<file path="config.mk">
export PLATFORM = sky130hd
export DESIGN_NAME = ikaopll_dac_sequencer
export DESIGN_NICKNAME = d
export VERILOG_FILES = /design/src/rtl/ikaopll_pkg.sv /design/src/rtl/ikaopll_vol_ramp.sv /design/src/rtl/ikaopll_dac_sequencer.sv
export SDC_FILE = /design/constraint.sdc
export NUM_CORES = 1
export LEC_CHECK = 0
export CAP_MARGIN = 20
export CORE_ASPECT_RATIO = 1.2
export CORE_MARGIN = 2
export CORE_UTILIZATION = 38
export DETAILED_ROUTE_END_ITERATION = 6
export PLACE_DENSITY_LB_ADDON = 0.12
export RECOVER_POWER = 50
export SLEW_MARGIN = 5
export SYNTH_ARGS = -nofsm -noshare
export SYNTH_HDL_FRONTEND = slang
export SYNTH_SLANG_ARGS = --single-unit
</file>
<file path="constraint.sdc">
create_clock -name i_EMUCLK -period 6.95 [get_ports i_EMUCLK]
set_input_delay 1.39 -clock i_EMUCLK [delete_from_list [all_inputs] [get_ports i_EMUCLK]]
set_output_delay 1.39 -clock i_EMUCLK [all_outputs]
set_load 0.005 [all_outputs]
</file>
<file path="src/rtl/ikaopll_pkg.sv">
// Shared constants and types for the OPLL DAC sequencer: slot count, slot masks,
// volume and cycle-index types.
package ikaopll_pkg;

  localparam int CYCLE_NUM = 18;

  typedef logic signed [4:0] vol_t;
  typedef logic [4:0]        cyc_t;

  localparam cyc_t CYC_LAST = cyc_t'(CYCLE_NUM - 1);

  // Melody mode has no rhythm slots; rhythm mode hands cycles 0..4 to RO.
  localparam logic [CYCLE_NUM-1:0] MO_MASK_FM  = 18'h3_232B;
  localparam logic [CYCLE_NUM-1:0] MO_MASK_RHY = 18'h3_2320;
  localparam logic [CYCLE_NUM-1:0] RO_MASK_RHY = 18'h0_001F;

  localparam vol_t VOL_RESET = 5'sd1;

  function automatic cyc_t cyc_next(input cyc_t c);
    return (c == CYC_LAST) ? '0 : c + 5'd1;
  endfunction

endpackage

</file>
<file path="src/rtl/ikaopll_vol_ramp.sv">
// One accumulation-DAC volume channel: target register plus a current value that
// walks one LSB per step toward the (mute-aware) target.
module ikaopll_vol_ramp
  import ikaopll_pkg::*;
(
  input  logic clk_i,
  input  logic rst_i,
  input  logic wr_i,
  input  vol_t data_i,
  input  logic step_i,
  input  logic mute_i,
  output vol_t vol_o,
  output logic busy_o,
  output logic zero_o
);

  vol_t target_q, target_d;
  vol_t cur_q, cur_d;
  vol_t eff_target;

  assign eff_target = mute_i ? vol_t'(0) : target_q;

  // The step compares against the pre-write target, so a same-edge write only
  // influences the following frame.
  always_comb begin
    target_d = wr_i ? data_i : target_q;
    cur_d    = cur_q;
    if (step_i) begin
      if (cur_q < eff_target)      cur_d = cur_q + 5'sd1;
      else if (cur_q > eff_target) cur_d = cur_q - 5'sd1;
    end
  end

  always_ff @(posedge clk_i or posedge rst_i) begin
    if (rst_i) begin
      target_q <= VOL_RESET;
      cur_q    <= VOL_RESET;
    end else begin
      target_q <= target_d;
      cur_q    <= cur_d;
    end
  end

  assign vol_o  = cur_q;
  assign busy_o = (cur_q != eff_target);
  assign zero_o = (cur_q == vol_t'(0));

endmodule

</file>
<file path="src/rtl/ikaopll_dac_sequencer.sv">
// OPLL DAC timing/config controller: 18-slot counter, MO/RO slot decode with
// frame-aligned rhythm mode, and the two click-free volume ramps.
module ikaopll_dac_sequencer
  import ikaopll_pkg::*;
(
  input  logic       i_EMUCLK,
  input  logic       i_RST,
  input  logic       i_phi1_NCEN_n,
  input  logic       i_RHYTHM_EN_REQ,
  input  logic       i_MUTE,
  input  logic       i_VOL_WR,
  input  logic       i_VOL_SEL,
  input  logic [4:0] i_VOL_DATA,
  output logic       o_CYCLE_00,
  output logic       o_MO_CTRL,
  output logic       o_RO_CTRL,
  output logic       o_DAC_EN,
  output logic       o_INHIBIT_FDBK,
  output logic       o_RHYTHM_EN,
  output logic [4:0] o_ACC_SIGNED_MOVOL,
  output logic [4:0] o_ACC_SIGNED_ROVOL,
  output logic       o_VOL_BUSY,
  output logic       o_MUTED
);

  logic tick, enter0;
  cyc_t cnt_q, cnt_d;
  logic rhythm_q, rhythm_d;
  logic mo_d, ro_d;
  logic cycle00_q, mo_q, ro_q, dac_en_q, inhibit_q;

  assign tick     = ~i_phi1_NCEN_n;
  assign enter0   = tick && (cnt_q == CYC_LAST);
  assign cnt_d    = cyc_next(cnt_q);
  assign rhythm_d = enter0 ? i_RHYTHM_EN_REQ : rhythm_q;

  // Decode looks at the slot being entered, using the mode that slot's frame will run in.
  assign mo_d = rhythm_d ? MO_MASK_RHY[cnt_d] : MO_MASK_FM[cnt_d];
  assign ro_d = RO_MASK_RHY[cnt_d] & rhythm_d;

  always_ff @(posedge i_EMUCLK or posedge i_RST) begin
    if (i_RST) begin
      cnt_q     <= CYC_LAST;
      rhythm_q  <= 1'b0;
      cycle00_q <= 1'b0;
      mo_q      <= 1'b0;
      ro_q      <= 1'b0;
      dac_en_q  <= 1'b0;
      inhibit_q <= 1'b1;
    end else if (tick) begin
      cnt_q     <= cnt_d;
      rhythm_q  <= rhythm_d;
      cycle00_q <= (cnt_d == '0);
      mo_q      <= mo_d;
      ro_q      <= ro_d;
      dac_en_q  <= mo_q | ro_q;
      inhibit_q <= ~(mo_d | ro_d);
    end
  end

  vol_t mo_vol, ro_vol;
  logic mo_busy, ro_busy, mo_zero, ro_zero;

  ikaopll_vol_ramp u_mo_ramp (
    .clk_i  (i_EMUCLK),
    .rst_i  (i_RST),
    .wr_i   (i_VOL_WR & ~i_VOL_SEL),
    .data_i (vol_t'(i_VOL_DATA)),
    .step_i (enter0),
    .mute_i (i_MUTE),
    .vol_o  (mo_vol),
    .busy_o (mo_busy),
    .zero_o (mo_zero)
  );

  ikaopll_vol_ramp u_ro_ramp (
    .clk_i  (i_EMUCLK),
    .rst_i  (i_RST),
    .wr_i   (i_VOL_WR & i_VOL_SEL),
    .data_i (vol_t'(i_VOL_DATA)),
    .step_i (enter0),
    .mute_i (i_MUTE),
    .vol_o  (ro_vol),
    .busy_o (ro_busy),
    .zero_o (ro_zero)
  );

  assign o_CYCLE_00         = cycle00_q;
  assign o_MO_CTRL          = mo_q;
  assign o_RO_CTRL          = ro_q;
  assign o_DAC_EN           = dac_en_q;
  assign o_INHIBIT_FDBK     = inhibit_q;
  assign o_RHYTHM_EN        = rhythm_q;
  assign o_ACC_SIGNED_MOVOL = mo_vol;
  assign o_ACC_SIGNED_ROVOL = ro_vol;
  assign o_VOL_BUSY         = mo_busy | ro_busy;
  assign o_MUTED            = i_MUTE & mo_zero & ro_zero;

endmodule

</file>
**Yosys cells after proc, flatten, opt, wreduce, memory -nomap -nowiden**

Memory sizes are Yosys's and may differ from the RTL's.
Index checks and enable logic that the tools add are counted.

- Flip-flop bits (word level): 31
- Bits in latches: 0
- Memory bits (writable): 0
- ROM bits: 96
- Input port bits: 12
- Output and inout bits: 18
- Logic and storage cells: 58
- Memories: 3

- $add $sub $neg: 5
- Multiply operators: 0
- Divide/modulo/power cells: 0
- $lt $le $gt $ge: 5
- Equal/unequal tests: 3
- Shift operators: 0
- Mux-type cells: 12
- Bitwise gates (word level): 11
- Reduce and logical (&&, ||, !) cells: 8

Memory list:

| name | words | width | rd ports | clocked after Yosys merged registers in | wr ports | RTL line | source |
|---|---|---|---|---|---|---|---|
| (name not given) | 32 | 1 | 1 | 0 | 0 | ikaopll_dac_sequencer.sv:39 | `assign ro_d = RO_MASK_RHY[cnt_d] & rhythm_d;` |
| (name not given) | 32 | 1 | 1 | 0 | 0 | ikaopll_dac_sequencer.sv:38 | `assign mo_d = rhythm_d ? MO_MASK_RHY[cnt_d] : MO_MASK_FM[cnt_d];` |
| (name not given) | 32 | 1 | 1 | 0 | 0 | ikaopll_dac_sequencer.sv:38 |  |

Operator list:

| kind | number |
|---|---|
| 5-bit two-way mux | 7 |
| 5-bit zero test | 3 |
| 5-bit by 2-bit adder with 5-bit output, second input constant | 2 |
| 5-bit greater-than comparator | 2 |
| 5-bit less-than comparator | 2 |
| 5-bit inequality test | 2 |
| 5-bit by 2-bit subtractor with 5-bit output, second input constant | 2 |
| 5-bit by 6-bit less-than comparator with 1-bit output, second input constant | 1 |
| 5-bit by 1-bit adder with 5-bit output, second input constant | 1 |
| 1-bit AND | 5 |
| 5-bit equality test, second input constant | 1 |
| 1-bit two-way mux | 5 |
| 2-bit AND reduction | 2 |
| 2-bit nonzero test | 2 |
| 1-bit inverter | 3 |
| 1-bit OR | 3 |
| 1-bit logical AND | 1 |

**Depth between registers and ports, before layout**

Gate-level depths: netlist of the first run.

- Depth in word-level cells: 7
- Depth in mapped cells: 12
- Gate-level depth less buffers: 11

**Hierarchy**

A second synthesis of the first run with hierarchy kept.

- Cells, all modules: 185
- Area total of the unflattened synthesis: 1984.4 um^2

By module, submodules not included:

| module | instances | cells each | area each (um^2) | sequential area each (um^2) |
|---|---|---|---|---|
| ikaopll_dac_sequencer | 1 | 74 | 704.4 | 279.0 |
| ikaopll_vol_ramp (u_ro_ramp) | 1 | 54 | 640.6 | 252.7 |
| ikaopll_vol_ramp (u_mo_ramp) | 1 | 57 | 639.4 | 252.7 |

**Worst setup path after synthesis of the first run**

No wires, ideal clock.

- Path type: input -> output
- Start: input i_MUTE
- End: output o_VOL_BUSY
- Data arrival time: 2.339 ns
- Data required time: 5.560 ns
- Setup slack: 3.221 ns
- Stages on the path: 5
- Buffers on the path: 1
- Cell sequence: clkbuf_1 nand2b_1 ha_1 and4_1 nand3_1

- Cells in the longest elaborated chain, start to end: 3
- Elaborated cells on any way between the ends: 5
- Those cells by class: eq/ne: 2; mux: 2; bitwise: 1

RTL lines:

| what | RTL line | source |
|---|---|---|
| start: declaration | ikaopll_dac_sequencer.sv:10 | `input logic i_MUTE,` |
| 5-bit two-way mux | ikaopll_vol_ramp.sv:21 | `assign eff_target = mute_i ? vol_t'(0) : target_q;` |
| 5-bit inequality test | ikaopll_vol_ramp.sv:45 | `assign busy_o = (cur_q != eff_target);` |
| 1-bit OR * | ikaopll_dac_sequencer.sv:96 | `assign o_VOL_BUSY = mo_busy \| ro_busy;` |
| end: declaration | ikaopll_dac_sequencer.sv:22 | `output logic o_VOL_BUSY,` |

Every way passes the cells marked *; elsewhere a longest branch is shown, timed or not.

**Final worst setup path of the first run**

Same ends and word-level chain as after synthesis.

==> results by group, run 1 <==
Status
  • Run status: finished, violations left
  • Failing checks: max-capacitance violations, max-slew violations

Die
  • Placement row count: 28
  • Core Area: 0.00487 mm²
  • Initial Util: 38.8%
  • Die Y: between 80 and 90 µm
  • Total die area: approximately 0.0056 mm²
  • Die width: just under 70 µm
  • Io pins: 30

CTS
  • CTS Root Cell: clkbuf_8
  • Cts bufs inserted: 5
  • Setup bufs post-CTS: 0
  • # hold bufs at CTS: 0
  • CTS max path bufs: 2
  • PostCTS Resize Cnt: 0
  • Worst skew pair latency: between 0.2 and 0.3 ns
  • Htree depth: 2
  • CTS tree: built
  • Clock Pin Slew Worst Setup and Hold Paths: 0.06 ns
  • CTS sink cnt: 31

Global route
  • Largest net degree at the start of global routing: 32
  • First-pass GRT wire length: 6780 µm
  • Total Routing Usage GR: between 15 and 20%
  • Vias in the first global route: roughly 1.4k
  • Initial antenna violation count: 0
  • Congestion Overflow GR: 0

Job
  • Max Cap Violations: 1

STA
  • Final setup violation count: 0
  • Setup Skew: roughly 0.0037 ns
  • Period Utilization, post-route: about two thirds
  • Final min period: 4.74 ns
  • Achievable Freq: 211 MHz
  • Final Hold Slack: around 0.48 ns
  • Setup TNS: 0 ns
  • Worst Slack Setup Final: between 2 and 2.5 ns
  • Final hold vios: 0
  • RSZ-0062 raised after global routing: no
  • Max-slew headroom: -10.1%
  • Slew at the pin closest to its max-slew limit: around 1.7 ns
  • Slew Viols, Final: 32

Setup path
  • Setup crit end: o_VOL_BUSY
  • CP Launch Type: input pin
  • FF-to-FF End: u_ro_ramp.vol_o[2]
  • Worst flop-to-flop path startpoint: u_ro_ramp.vol_o[2]
  • Reg2Reg Depth: 9
  • Setup Crit Path Kind: input pin to primary output
  • Reg2Reg Setup Slack: 4.20 ns
  • Worst EP required: approximately 5.6 ns
  • Crit end category: primary output
  • Arr. time, crit path: roughly 3.4 ns
  • Crit Path Max Fanout: 11
  • Crit path launch: i_MUTE

Yosys
  • Leading area contributor after synthesis: dfrtp_1
  • Share of the synthesized area in the top cell type: 31.8%
  • EDFF count, synth: 0
  • Post-synth top cells: dfrtp_1 (24), nand2_1 (16), ha_1 (15), mux2_2 (14), nand2b_1 (10)
  • Yosys reg bits: 31
  • Netlist Area Pre-Place: roughly 0.0019 mm²
  • Count of cell types in the netlist: 38
  • Post-synth ARST share: 100%
  • Post-synthesis adder-cell area fraction: under 10%
  • Warnings, synthesis: 0
  • Post-synthesis sequential area ratio: about two fifths
  • Synthesized net count: roughly 200
  • Syn_area_per_cell: roughly 11 µm²
  • Multiplexer area fraction after synthesis: about 12%
  • Post-Synth XOR/XNOR Area: under 10%
  • Compound-Gate Fraction of Synth Area: approximately 7.7%
  • Cells after synthesis: 177
  • Top post-synthesis cells by area: dfrtp_1 (32%), ha_1 (9.9%), dfstp_2 (9.7%)
  • Synth Area in Simple Gates: approximately a fifth
  • Main combinational cell family by area after synthesis: simple AND/OR/NAND/NOR gates
  • Most frequently used flop master after synthesis: dfrtp_1
  • Count leader, synth: dfrtp_1

Worst hold path
  • Worst hold-check path type: flip-flop to flip-flop

Route
  • DRT Pass-1 Iters: 4
  • DRT iter0 DRCs: 53
  • WL met2: 2100 µm
  • Vias: about 1.4k
  • Via-to-Cell Ratio: 5.32
  • Uppermost routed layer: met4
  • Met3 WL: approximately 160 µm
  • WL/cell: 14.6 µm
  • M1 WL: around 1600 µm
  • Post-route DRC: 0
  • WL final: 3960 µm
  • Post-DRT Antenna Nets: 0

Power and ir drop
  • Pwr Total: ~860 µW
  • Power per cell area: ~360 mW/mm²
  • Static leakage: between 0.001 and 0.0015 µW
  • Worst vdd ir: 0.157 mV

Placed design
  • Post-DP HPWL: about 3100 µm
  • Place WS: between 2 and 2.5 ns
  • Final GP Congestion: roughly 0.84
  • # port buffers: 29

Final layout
  • Fin nets: roughly 240
  • Layout cells sized above 1: about 16%
  • ANT cells: 0
  • Finished Core Util: about half
  • P&R area growth vs syn: 24.7%
cell usage in the layout, fill, tap and decap left out, types with 7 or more instances in the layout:
master           Yosys  final
clkdlybuf4s50_1      0     26
dfrtp_1             24     24
nand2_1             16     16
ha_1                15     15
mux2_2              14     14
nand2b_1            10     10
inv_1                8      8
xor2_1               8      8
nand3_1              7      7
dfstp_2              7      7
routing by layer:
metal  track usage [%]  vias up
met5                 0        -
met4              7.00        0
met3              4.02        6
met2              28.2       33
met1              19.3      702
li1                  -      702
through the flow:
stage	instance area, µm²	instances
after floorplan	1890	177
after global placement	2240	263
after detailed placement	2240	263
after CTS	2360	271
after global routing	2360	271
final	2360	271
cell type report:
class	count	area (µm²)
timing repair buffer	30	294
tap	60	75.1
clock inverter	2	35.0
fill	443	2510
inverter	8	30.0
sequential	31	785
multi-input combinational	134	1050
clock buffer	6	82.6
worst min-delay path by stage:
stage	cells past startpoint	end	slack (ns)	startpoint
6_report	2	o_INHIBIT_FDBK	0.48	o_INHIBIT_FDBK
5_1_grt	2	o_INHIBIT_FDBK	0.49	o_INHIBIT_FDBK
4_1_cts	2	o_INHIBIT_FDBK	0.48	o_INHIBIT_FDBK
3_5_place_dp	2	o_INHIBIT_FDBK	0.47	o_INHIBIT_FDBK
3_3_place_gp	2	o_INHIBIT_FDBK	0.46	o_INHIBIT_FDBK
2_1_floorplan	2	o_INHIBIT_FDBK	0.46	o_INHIBIT_FDBK
state kept, by name, summed over array words and instances, names as in the netlist:
register	cells
o_INHIBIT_FDBK	1
u_mo_ramp.vol_o	5
o_MO_CTRL	1
o_CYCLE_00	1
o_RHYTHM_EN	1
u_mo_ramp.target_q	5
o_RO_CTRL	1
u_ro_ramp.vol_o	5
o_DAC_EN	1
u_ro_ramp.target_q	5
cnt_q	5
power breakdown:
group / total, µW / internal (µW) / switching [µW]
Sequential: 318 / 245 / 73.5
Combinational: 357 / 195 / 162
Clock: 182 / 116 / 66.1
worst max-delay path, cell delays in order:
cell and delay, ns:
clkdlybuf4s50_1 0.54, nand2b_1 0.21, ha_1 0.29, nand3_1 0.12, nor2_1 0.23, nand3_1 0.12
clkdlybuf4s50_1 0.45
kinds of logic (layout without fill, tap and decap cells):
logic type               after synthesis  in the layout
buffers and inverters                 12             46
AO/OA/AOI/OAI                         22             22
multiplexers                          21             21
flip-flops                            31             31
adder cells (fa/ha/maj)               15             15
AND/OR/NAND/NOR                       63             63
XOR/XNOR                              13             13
Power figures use the tool's default switching activity.
==> inputs of run 2 (changes only) <==
==> constraint.sdc (replaced) <==
create_clock -name i_EMUCLK -period 4.1 [get_ports i_EMUCLK]
set_input_delay 0.82 -clock i_EMUCLK [delete_from_list [all_inputs] [get_ports i_EMUCLK]]
set_output_delay 0.82 -clock i_EMUCLK [all_outputs]
set_load 0.005 [all_outputs]
==> run 2 against run 1 <==
  * The flow now finishes without violations
  * Clock-buffer cell count is the same
  * Flip-flop and latch count unchanged
  * Register-to-register slack got worse by 2.9 ns
  * Power is 70% higher
  * Global-route usage increased by 0.077 points
  * Critical endpoint unchanged
  * Combinational power grew 69%
  * First-iteration DRC count decreased by 30%
  * Design area is 0.16% higher
  * Critical path type unchanged
  * Core utilization increased by 0.077 points
  * Setup slack got worse by 1.8 ns
==> results by group, run 2 (synthesized netlist as in run 1, its figures left out) <==
Global route
  • Largest net degree at the start of global routing: 23 (-28%)
  • Total Routing Usage GR: 16.5% (+0.077 points)
  • Initial antenna violation count: 0 (unchanged)
  • Congestion Overflow GR: 0 (unchanged)
  • Vias in the first global route: 1490 (+4.1%)
  • First-pass GRT wire length: 6820 µm (+0.62%)

CTS
  • Htree depth: 2 (unchanged)
  • Setup bufs post-CTS: 0 (unchanged)
  • PostCTS Resize Cnt: 0 (unchanged)
  • # hold bufs at CTS: 0 (unchanged)
  • CTS Root Cell: clkbuf_8
  • Worst skew pair latency: 0.28 ns (about the same)
  • CTS max path bufs: 2 (unchanged)
  • CTS tree: built
  • CTS sink cnt: 31 (unchanged)
  • Cts bufs inserted: 5 (unchanged)
  • Clock Pin Slew Worst Setup and Hold Paths: 0.06 ns (about the same)

Route
  • Post-route DRC: 0 (unchanged)
  • DRT iter0 DRCs: 37 (-30%)
  • Via-to-Cell Ratio: 5.31 (-0.23%)
  • WL/cell: 14.9 µm (+2.1%)
  • DRT Pass-1 Iters: 4 (unchanged)
  • Post-DRT Antenna Nets: 0 (unchanged)
  • Vias: 1445 (+0.14%)
  • WL final: 4050 µm (+2.4%)

Job
  • Max Cap Violations: 0 (-1)

Setup path
  • Worst flop-to-flop path startpoint: u_ro_ramp.vol_o[2]
  • Crit Path Max Fanout: 11 (unchanged)
  • Arr. time, crit path: 2.88 ns (-0.47 ns)
  • Worst path max stage delay: 0.55 ns (about the same)
  • Crit path cell chain: clkdlybuf4s50_1 > nand2b_1 > ha_1 > nand3_1 > nor2_1 > nand3_1 > clkdlybuf4s50_1
  • Crit path launch: i_MUTE
  • CP Launch Type: input pin
  • Crit end category: primary output
  • Reg2Reg Depth: 9 (unchanged)
  • Worst EP required: 3.28 ns (-2.28 ns)
  • Slowest cell on the critical path: clkdlybuf4s50_1
  • Setup crit end: o_VOL_BUSY
  • Setup Crit Path Kind: input pin to primary output
  • Reg2Reg Setup Slack: 1.32 ns (-2.88 ns)
  • FF-to-FF End: u_ro_ramp.vol_o[2]

Final layout
  • P&R area growth vs syn: 24.9%
  • Finished Core Util: 48.5% (+0.077 points)
  • Commonest non-fill, non-tap cells in the layout: clkdlybuf4s50_1 (26), dfrtp_1 (24), nand2_1 (16)
  • Commonest non-fill, non-tap cell in the layout: clkdlybuf4s50_1
  • Layout cells sized above 1: 15.6% (-0.074 points)
  • ANT cells: 0 (unchanged)
  • Fin nets: 238 (+0.42%)
  • Layout Cells excl Fill: 272 (+0.37%)

Power and ir drop
  • Sw frac: 35.4% (+0.21 points)
  • Power per cell area: 616 mW/mm² (+69%)
  • Worst vdd ir: 0.302 mV (+92%)
  • Clock power share: 21.5% (+0.3 points)
  • Sequential share of power: 36.9% (-0.2 points)
  • Cell internal pwr: 940 µW (+69%)
  • Static leakage: 0.00103 µW (+0.12%)
  • Combinational share of power: 41.6% (about the same)
  • Switching power total: 515 µW (+71%)

STA
  • Final hold vios: 0 (unchanged)
  • Setup Skew: 0.00358 ns (-0.000161 ns)
  • Max-slew headroom: 19.9% (+30 points)
  • Final setup violation count: 0 (unchanged)
  • Slew Viols, Final: 0 (-100%)
  • Achievable Freq: around 270 MHz
  • RSZ-0062 raised after global routing: no
  • Setup TNS: 0 ns (unchanged)
  • Period Utilization, post-route: roughly nine tenths
  • Final min period: around 3.7 ns
  • Slew at the pin closest to its max-slew limit: 1.20 ns (-0.451 ns)

Die
  • Core Area: 0.00487 mm² (unchanged)
  • Placement row count: 28 (unchanged)
  • Io pins: 30 (unchanged)
  • Die width: 68.4 µm (unchanged)
  • Initial Util: 38.8% (unchanged)
  • Die Y: 81.2 µm (unchanged)
  • Total die area: 0.00555 mm² (unchanged)

Status
  • Run status: finished, final reports clean

Worst hold path
  • Worst hold-check path type: flip-flop to flip-flop

Placed design
  • Cells after DPL: 264 (+0.38%)
  • Post-DP HPWL: 3210 µm (+4.6%)
  • # port buffers: 29 (unchanged)
  • Final GP Congestion: 0.855 (+1.6%)
==> run 2: cell types whose count changed in the layout (fill, tap and decap cells not counted) <==
cell,delta
clkbuf_1,+1
==> run 2: power by group through the flow <==
stage / sequential (µW) / clock (µW) / combinational (µW)
after global placement: 538 / 0 / 591
after CTS: 538 / 320 / 616
after floorplan: 515 / 0 / 396
after detailed placement: 541 / 0 / 610
final: 537 / 312 / 605
after global routing: 559 / 333 / 672
==> run 2: how the worst min path moves through the flow <==
stage | start | end | slack [ns] | cells after the start
after detailed placement | o_CYCLE_00 | o_CYCLE_00 | 0.47 | 2
after global routing | o_INHIBIT_FDBK | o_INHIBIT_FDBK | 0.50 | 2
final | o_INHIBIT_FDBK | o_INHIBIT_FDBK | 0.48 | 2
after CTS | o_INHIBIT_FDBK | o_INHIBIT_FDBK | 0.49 | 2
after global placement | o_INHIBIT_FDBK | o_INHIBIT_FDBK | 0.46 | 2
after floorplan | o_INHIBIT_FDBK | o_INHIBIT_FDBK | 0.46 | 2
==> run 2: per-layer routing <==
| metal | wire [µm] | global-route usage [%] |
|---|---|---|
| met1 | 1600 | 19.2 |
| met2 | 2180 | 28.0 |
| met3 | 177 | 4.16 |
| met4 | 95 | 7.80 |
| met5 | 0 | 0 |
==> run 2: cell type report <==
type,count,area [µm²]
Clock buffer,6,82.6
Clock inverter,2,35.0
Fill cell,458,2510
Inverter,8,30.0
Multi-Input combinational cell,134,1050
Sequential cell,31,785
Tap cell,60,75.1
Timing Repair Buffer,31,298
==> run 2: stage by stage <==
stage          total power [µW]  instance area [µm²]  hold slack [ns]  setup slack, ns
6_report                   1450                 2360            0.484            0.401
5_1_grt                    1560                 2360            0.501            0.275
4_1_cts                    1470                 2390            0.492            0.392
3_5_place_dp               1150                 2270            0.474            0.246
3_3_place_gp               1130                 2240            0.461            0.405
2_1_floorplan               911                 1890            0.461            0.942
==> run 2: critical path: cells and delay by family <==
kind,cells,cell delay [ns]
and+or+nand+nor,4,0.74
adders and majority gates,1,0.31
buffers and inverters,2,1.01
==> inputs of run 3 (changes only) <==
==> constraint.sdc (replaced) <==
create_clock -name i_EMUCLK -period 4.8 [get_ports i_EMUCLK]
set_input_delay 0.96 -clock i_EMUCLK [delete_from_list [all_inputs] [get_ports i_EMUCLK]]
set_output_delay 0.96 -clock i_EMUCLK [all_outputs]
set_load 0.005 [all_outputs]
==> run 3 against run 2 <==
  * The flow now finishes with violations (max-capacitance violations, max-slew violations)
  * Design area is 0.16% lower
  * Core utilization is 0.077 points lower
  * Via count is 1.2% lower
  * Clock power is 15% lower
  * Largest power group unchanged
==> results by group, run 3 (synthesized netlist as in run 1, its figures left out) <==
Status
  • Run status: finished, violations left
  • Failing checks: max-capacitance violations, max-slew violations

Route
  • DRT Pass-1 Iters: 4 (unchanged)
  • Vias: 1428 (-1.2%)
  • Post-route DRC: 0 (unchanged)
  • DRT iter0 DRCs: 49 (+32%)
  • WL/cell: 14.8 µm (-0.72%)
  • Post-DRT Antenna Nets: 0 (unchanged)
  • Via-to-Cell Ratio: 5.27 (-0.81%)
  • WL final: 4010 µm (-1.1%)

CTS
  • CTS tree: built
  • Clock Pin Slew Worst Setup and Hold Paths: 0.07 ns (about the same)
  • Htree depth: 2 (unchanged)
  • Worst skew pair latency: 0.28 ns (about the same)
  • # hold bufs at CTS: 0 (unchanged)
  • Cts bufs inserted: 5 (unchanged)
  • PostCTS Resize Cnt: 0 (unchanged)
  • CTS max path bufs: 2 (unchanged)
  • CTS sink cnt: 31 (unchanged)
  • Setup bufs post-CTS: 0 (unchanged)
  • CTS Root Cell: clkbuf_8

Setup path
  • Arr. time, crit path: 2.93 ns (+0.05 ns)
  • Crit path cell chain: clkdlybuf4s50_1 > nand2b_1 > ha_1 > nand3_1 > nor2_1 > nand3_1 > clkdlybuf4s50_1
  • Worst path max stage delay: 0.54 ns (about the same)
  • WP depth: 7 (unchanged)
  • Worst Path Buf+Inv: 2 (unchanged)
  • Crit end category: primary output
  • Crit-path leading delay family: buffers and inverters
  • CP Launch Type: input pin
  • Worst EP required: 3.84 ns (+0.56 ns)
  • Slowest cell on the critical path: clkdlybuf4s50_1
  • Setup Crit Path Kind: input pin to primary output
  • Crit Path Max Fanout: 11 (unchanged)
  • Reg2Reg Depth: 9 (unchanged)

Final layout
  • P&R area growth vs syn: 24.7%
  • Layout cells sized above 1: 15.6% (+0.074 points)
  • ANT cells: 0 (unchanged)
  • Final Cell Area: 0.00236 mm² (-0.16%)
  • Fin nets: 237 (-0.42%)
  • Layout filler cell count: 433 (-5.5%)
  • Commonest non-fill, non-tap cells in the layout: clkdlybuf4s50_1 (26), dfrtp_1 (24), nand2_1 (16)
  • Commonest non-fill, non-tap cell in the layout: clkdlybuf4s50_1

Global route
  • Vias in the first global route: 1449 (-2.8%)
  • Initial antenna violation count: 0 (unchanged)
  • Largest net degree at the start of global routing: 32 (+39%)
  • Congestion Overflow GR: 0 (unchanged)
  • First-pass GRT wire length: 6670 µm (-2.1%)
  • Total Routing Usage GR: 16.3% (-0.23 points)

Die
  • Die width: 68.4 µm (unchanged)
  • Total die area: 0.00555 mm² (unchanged)
  • Initial Util: 38.8% (unchanged)
  • Die Y: 81.2 µm (unchanged)
  • Placement row count: 28 (unchanged)
  • Core Area: 0.00487 mm² (unchanged)
  • Io pins: 30 (unchanged)

STA
  • Max-slew headroom: -12.3% (-32 points)
  • Period Utilization, post-route: 81.0%
  • Final hold vios: 0 (unchanged)
  • Final Hold Slack: 0.478 ns (-0.00626 ns)
  • RSZ-0062 raised after global routing: no
  • Slew at the pin closest to its max-slew limit: 1.68 ns (+0.483 ns)
  • Final setup violation count: 0 (unchanged)
  • Slew Viols, Final: 32 (+32)
  • Setup TNS: 0 ns (unchanged)
  • Worst Slack Setup Final: 0.914 ns (+0.513 ns)
  • Achievable Freq: around 260 MHz
  • Setup Skew: 0.00280 ns (-0.000780 ns)
  • Final min period: roughly 3.9 ns

Placed design
  • Place WS: 0.828 ns (+0.582 ns)
  • Dpl cell area: 0.00224 mm² (-1.2%)
  • # port buffers: 29 (unchanged)
  • Post-DP HPWL: 3080 µm (-4.0%)
  • Final GP Congestion: 0.863 (+0.94%)

Power and ir drop
  • Worst vdd ir: 0.247 mV (-18%)
  • Static leakage: 0.00103 µW (-0.12%)
  • Power per cell area: 527 mW/mm² (-15%)

Worst hold path
  • WHS Path Cells: 2 (unchanged)
  • Worst hold-check path type: flip-flop to flip-flop

Job
  • Max Cap Violations: 1 (+1)
==> run 3: changes by cell type in the layout (fill, tap and decap cells not counted) <==
cell / change
clkbuf_1: -1
==> run 3: final timing paths <==
check,start,end,slack (ns)
max in group asynchronous,i_RST,u_mo_ramp.vol_o[4],2.12
worst min-delay path,o_INHIBIT_FDBK,o_INHIBIT_FDBK,0.48
min in group asynchronous,i_RST,o_DAC_EN,1.70
worst min register to register,o_INHIBIT_FDBK,o_INHIBIT_FDBK,0.48
worst max-delay path,i_MUTE,o_VOL_BUSY,0.91
worst max register to register,u_ro_ramp.vol_o[2],u_ro_ramp.vol_o[2],2.03
==> run 3: stage by stage <==
stage	instances	total power [µW]	util [%]
2_1_floorplan	177	778	-
3_3_place_gp	263	963	46.0
3_5_place_dp	263	983	46.0
4_1_cts	271	1260	48.5
5_1_grt	271	1340	48.4
6_report	271	1240	48.4
==> run 3: worst min-delay path: stages (launching register included) <==
cell and delay, ns:
dfstp_2 0.37, nand2_1 0.05, a21oi_1 0.06
==> run 3: area by class of cell <==
class	count	area, µm²	share of cell area [%]
multi-input combinational	134	1050	44.8
sequential	31	785	33.3
timing repair buffer	30	294	12.5
clock buffer	6	82.6	3.51
tap	60	75.1	3.19
clock inverter	2	35.0	1.49
inverter	8	30.0	1.27
==> run 3: metal layers <==
metal  track usage [%]  share of wire [%]  up-vias
li1                  -                  -      698
met4              5.40                1.0        0
met2              29.1                 54       34
met5                 0                  0        -
met1              18.7                 41      691
met3              3.88                4.2        5
==> run 3: report_power, final <==
group | internal [µW] | switching [µW] | total, µW
Combinational | 281 | 235 | 516
Sequential | 354 | 106 | 460
Clock | 168 | 97.9 | 266
Total | 803 | 438 | 1240
